## src/rtl/regfile_nrp.sv

```systemverilog
// regfile_nrp: parametric register file with one write port and NRD registered read ports.
// Optional macro REGFILE_BYPASS_EN selects write-first collision handling (read-first otherwise).
`default_nettype none

//------------------------------------------------------------------------------
// Module   : regfile_nrp
// Function : DEPTH x WIDTH register file, 1 write port, NRD read ports with
//            1-cycle registered read data and per-port valid flags.
//            Macro REGFILE_BYPASS_EN: same-edge read/write to one index returns
//            the new write data; undefined returns the old contents.
// Revision : 1.0 - initial release
//------------------------------------------------------------------------------
module regfile_nrp #(
  parameter int WIDTH    = 32,
  parameter int DEPTH    = 32,
  parameter int AW       = 5,
  parameter int NRD      = 2,
  parameter int ZERO_REG = 1
) (
  input  logic                 Clk,
  input  logic                 Rst,
  input  logic                 WrEn,
  input  logic [AW-1:0]        WrAddr,
  input  logic [WIDTH-1:0]     WrData,
  input  logic [NRD-1:0]       RdEn,
  input  logic [NRD*AW-1:0]    RdSel,
  output logic [NRD*WIDTH-1:0] RdData,
  output logic [NRD-1:0]       RdValid
);

  // One extra bit so DEPTH == 2**AW is representable in the range compare.
  localparam logic [AW:0] c_DEPTH = (AW+1)'(DEPTH);

  logic [WIDTH-1:0] r_mem [DEPTH];
  logic             w_wr_ok;

  assign w_wr_ok = WrEn && ({1'b0, WrAddr} < c_DEPTH) &&
                   !((ZERO_REG != 0) && (WrAddr == '0));

  always_ff @(posedge Clk) begin
    if (Rst) begin
      for (int k = 0; k < DEPTH; k++) begin
        r_mem[k] <= '0;
      end
    end else if (w_wr_ok) begin
      r_mem[WrAddr] <= WrData;
    end
  end

  for (genvar gi = 0; gi < NRD; gi++) begin : g_rd
    logic [AW-1:0]    w_sel;
    logic             w_sel_ok;
    logic [WIDTH-1:0] w_word;
    logic [WIDTH-1:0] r_data;
    logic             r_vld;

    assign w_sel    = RdSel[gi*AW +: AW];
    assign w_sel_ok = ({1'b0, w_sel} < c_DEPTH) &&
                      !((ZERO_REG != 0) && (w_sel == '0));

    always_comb begin
      w_word = '0;
      if (w_sel_ok) begin
        w_word = r_mem[w_sel];
      end
`ifdef REGFILE_BYPASS_EN
      // w_wr_ok already excludes out-of-range and suppressed zero-register writes.
      if (w_wr_ok && (WrAddr == w_sel)) begin
        w_word = WrData;
      end
`endif
    end

    always_ff @(posedge Clk) begin
      if (Rst) begin
        r_data <= '0;
        r_vld  <= 1'b0;
      end else begin
        r_vld <= RdEn[gi];
        if (RdEn[gi]) begin
          r_data <= w_word;
        end
      end
    end

    assign RdData[gi*WIDTH +: WIDTH] = r_data;
    assign RdValid[gi]               = r_vld;
  end

endmodule

`default_nettype wire

```

## config.mk

```make
export PLATFORM = sky130hd
export DESIGN_NAME = regfile_nrp
export DESIGN_NICKNAME = d
export VERILOG_FILES = /design/src/rtl/regfile_nrp.sv
export SDC_FILE = /design/constraint.sdc
export NUM_CORES = 2
export LEC_CHECK = 0
export ABC_AREA = 1
export ABC_CLOCK_PERIOD_IN_PS = 2840
export BUFFER_PORTS_ARGS = -buffer_cell sky130_fd_sc_hd__buf_2
export CAP_MARGIN = 20
export CORE_MARGIN = 4
export CORE_UTILIZATION = 30
export DETAILED_ROUTE_END_ITERATION = 7
export GPL_TIMING_DRIVEN = 0
export MAX_ROUTING_LAYER = met4
export PLACE_DENSITY = 0.53
export RECOVER_POWER = 25
export SKIP_LAST_GASP = 1
export SLEW_MARGIN = 40
export SYNTH_ARGS = -nofsm -noshare
export SYNTH_HDL_FRONTEND = slang
export SYNTH_SLANG_ARGS = --single-unit
```

## constraint.sdc

```tcl
create_clock -name Clk -period 2.84 [get_ports Clk]
set_input_delay 0.568 -clock Clk [delete_from_list [all_inputs] [get_ports Clk]]
set_output_delay 0.568 -clock Clk [all_outputs]
set_load 0.01 [all_outputs]
```

== Word-level counts from Yosys, hierarchy flattened ==
Memory sizes are Yosys's and may differ from the RTL's.
Cells that the tools add are included.
Storage, ports and cells
  register bits after elaboration: 66
  memory bits (writable): 1024
  bits of input ports: 52
  word-level logic and storage cells: 21
  memories: 1
Cells by class
  multiplexer cells: 10
  reduce and logical (&&, ||, !) cells: 6
Memories
  r_mem: depth 32, width 32, read ports 2, clocked after memory_dff 0, write ports 32, RTL line 34  | logic [WIDTH-1:0] r_mem [DEPTH];
Operators with widths (count)
  32-bit 2-to-1 mux: 3
  32-bit OR reduction: 1
  5-bit logical NOT: 3
  1-bit 2-to-1 mux: 6
  5-bit 2-to-1 mux: 1
  1-bit logical AND: 1
  1-bit logical NOT: 1

== Depth between registers and ports, before layout ==
  depth after elaboration: 8
  gate-level depth with buffers: 14

== Least setup slack after synthesis ==
Ideal clock, no wire load.
  kind: input -> register
  start point: input WrAddr[4]
  end point: memory r_mem[31][0] (enable)
  setup time: 0.478 ns
  arrival: 2.132 ns
  required time: 2.362 ns
  path slack: 0.229 ns
  cell stages on the path: 9
  buffers on the path: 1
  cells stage by stage: nor3_1 > nand2_1 > nand3_1 > inv_1 > nand3_1 > inv_1 > nand2_1 > buf_2 > nand2_1
RTL lines
  start: declaration: RTL line 23  | input logic [AW-1:0] WrAddr,
  end: declaration: RTL line 34

==> results.sh <==
export IMPL_status="finished with violations"
export IMPL_violations="setup timing"
export IMPL_antenna_found_initial=62
export IMPL_grt_pass1_vias=56600
export IMPL_insertion_delay_ns=0.84
export IMPL_utilization=0.357
export IMPL_drtIter0Drc=11700
export IMPL_worst_pin_slew_ns=1.18
export IMPL_cts_tree="built"
export IMPL_critPathBufInv=7
export IMPL_p_total_w=0.0451
export IMPL_drv_slew=0
export IMPL_ios=118
export IMPL_hold_start="RdEn[1]"
export IMPL_cp_end_kind="flop"
export IMPL_synth_edff_count=1024
export IMPL_p_per_area_nw_per_um2=649
export IMPL_critPathArrivalTime_ns=3.63
export IMPL_drive_above_1_share=0.124
export IMPL_syn_to_final_growth_pct=18.3
export IMPL_wl_met1_mm=171
export IMPL_worstSetupStartpointType="input port"
export IMPL_place_ws_ns=-1.67
export IMPL_cp_cell_sequence="buf_2 -> clkinvlp_4 -> buf_4 -> nand3_1 -> inv_1 -> nand3_1 -> clkinvlp_4 -> nand2_1 -> buf_2 -> nand2_4 -> buf_12"
export IMPL_ys_seq_elements=1090
export IMPL_viasPerCell=5.94
export IMPL_dieHeight_um=450
export IMPL_grt_overflow_total=0
export IMPL_max_cap_violations=0
export IMPL_setup_ws_ns=-0.243
export IMPL_fill_cells=20500
export IMPL_synth_avg_cell_area_um2=7.80
export IMPL_die_w_um=450
export IMPL_synth_flop_cell="edfxtp_1"
export IMPL_period_share=1.09
export IMPL_irDropWorstVdd_mv=0.544
export IMPL_drt_pass1_iter_count=6
export IMPL_cts_sinks=1090
export IMPL_hold_viol_final=0
export IMPL_holdBufCountCts=0
export IMPL_die_area_um2=203000
export IMPL_grt_max_degree=28
export IMPL_syn_instance_count=7526
export IMPL_ant_nets=0
export IMPL_clk_pin_slew_ns=0.06
export IMPL_synth_distinct_cells=20
export IMPL_worst_path_max_delay_cell="nand2_1"
export IMPL_crit_reg2reg_launch="r_mem[8][11]$_SDFFCE_PN0P_"
export IMPL_critPathMaxFanout=20
export IMPL_fmax_mhz=324
export IMPL_crit_required_ns=3.38
export IMPL_gp_congestion=1.10
export IMPL_wl_per_cell_um=42.8
export IMPL_max_stage_delay_ns=0.57
export IMPL_rows=162
export IMPL_max_slew_margin=0.213
export IMPL_ys_warn_count=0
export IMPL_grt_first_pass_wirelength_mm=575
export IMPL_critPathTopFamily="buffers and inverters"
export IMPL_ctsHtreeMaxLevel=4
export IMPL_routed_wl_mm=457
export IMPL_core_um2=195000
export IMPL_design_area_um2=69500
export IMPL_top_layer="met4"
export IMPL_dpl_cell_area_um2=64700
export IMPL_synth_area_um2=58700
export IMPL_seqCellArea_um2=32100
export IMPL_via_count=63300
export IMPL_initial_core_util=0.301
export IMPL_cts_root_buf="clkbuf_16"
export IMPL_p_leak_nw=29.2
export IMPL_met3WireLength_mm=54.6
export IMPL_rsz0062_at_grt="yes"
export IMPL_report_final_setup_viol=322
export IMPL_grtUsageTotal=0.449
export IMPL_critical_path_class="input port to flop"
export IMPL_fin_crit_ns=3.08
export IMPL_skew_ns=0.0242
export IMPL_cts_made_buffers=140
export IMPL_hpwl_mm=341
export IMPL_synth_async_sr_flop_share=0
export IMPL_drc=0
export IMPL_portBuffers=112
export IMPL_clock_path_buffers=3
export IMPL_multi_input_area_um2=23500
export IMPL_yosysSeqAreaShare=0.546
export IMPL_min_path_type="input port to flop"
export IMPL_nets=7934
export IMPL_cp_startpoint="Rst"
export IMPL_routed_wl_met2_mm=186
[worst paths after layout]
check	to	slack, ns	depth (start not counted)
setup reg to reg	g_rd[1].r_data[11]$_SDFFE_PP0P_	0.59	10
setup / recovery	r_mem[7][12]$_SDFFCE_PN0P_	-0.24	11
hold / removal	g_rd[1].r_data[0]$_SDFFE_PP0P_	0.10	4
hold reg to reg	g_rd[1].r_data[27]$_SDFFE_PP0P_	0.46	2
[power by group]
part	switching, W	internal [W]	total (W)	leakage [nW]
combinational	0.00638	0.00157	0.00795	16.7
clock	0.00791	0.0102	0.0181	2.18
sequential	0.000537	0.0185	0.0190	10.3
total	0.0148	0.0302	0.0451	29.2
[sequential cells by signal (all words and copies together), names as in the netlist]
register     flops
r_mem         1024
g_rd.r_data     64
g_rd.r_vld       2
[cell type report]
| cell class | count | share of cell area |
|---|---|---|
| Antenna cell | 46 | 0.00166 |
| Buffer | 634 | 0.0473 |
| Clock buffer | 189 | 0.0564 |
| Clock inverter | 66 | 0.00721 |
| Inverter | 159 | 0.00886 |
| Multi-Input combinational cell | 5674 | 0.339 |
| Sequential cell | 1090 | 0.462 |
| Tap cell | 2624 | 0.0473 |
| Timing Repair Buffer | 183 | 0.0305 |
[synth_stat cells (36+ instances only)]
cell | n | area, um2
nand2_1 | 2632 | 9880
a21oi_1 | 301 | 1510
buf_2 | 291 | 1460
nor2_1 | 1507 | 5660
edfxtp_1 | 1024 | 30700
buf_1 | 50 | 188
clkbuf_1 | 251 | 942
inv_1 | 154 | 578
dfxtp_1 | 66 | 1320
nand3_1 | 920 | 4600
buf_4 | 36 | 270
o21ai_0 | 255 | 1280
[routing by layer]
metal,track usage,up-vias
li1,-,25400
met1,0.553,31200
met2,0.621,5392
met3,0.117,1351
met4,0.353,0
met5,-,-
[worst reg2reg max path: cells and delay by family, from the launching register on]
family | cells | cell delay [ns]
and+or+nand+nor | 9 | 1.67
AOI/OAI and AO/OA | 1 | 0.08
DFF | 1 | 0.38
[layout by cell type (no fill, tap or decap), drive strengths merged]
cell type	count
o21ai	255
clkbuf	451
inv	156
nand3	920
o211ai	17
edfxtp	1024
bufinv	6
buf	554
clkdlybuf4s15	1
nor2	1508
diode	46
conb	32
clkinv	57
nor3	8
clkinvlp	6
dfxtp	66
nand2	2632
a21oi	301
nand4	1
[metrics by stage]
| step | TNS, ns | hold slack (ns) | std cells |
|---|---|---|---|
| after global routing | -7.06 | 0.135 | 10600 |
| after CTS | -0.669 | 0.0844 | 10600 |
| after global placement | -3812.73 | 0.452 | 10300 |
| after floorplan | 0 | 0.488 | 7557 |
| after detailed placement | -1505.00 | 0.454 | 10400 |
| final | -36.89 | 0.101 | 10700 |
[logic make-up after synthesis]
logic type / count (synthesis) / share of synthesized area
AOI/OAI and AO/OA: 573 / 0.0496
buffers and inverters: 793 / 0.0600
DFF: 1090 / 0.546
other: 1 / 0.0000639
and+or+nand+nor: 5069 / 0.344
[timing repair]
item,CTS,global route
endpoints found under the hold margin,0,0
buffers inserted,3,0
setup endpoints to repair,910,207
pin swaps,1,0
gates resized for setup,29,31
No activity file was read; power rests on OpenSTA's default activity.
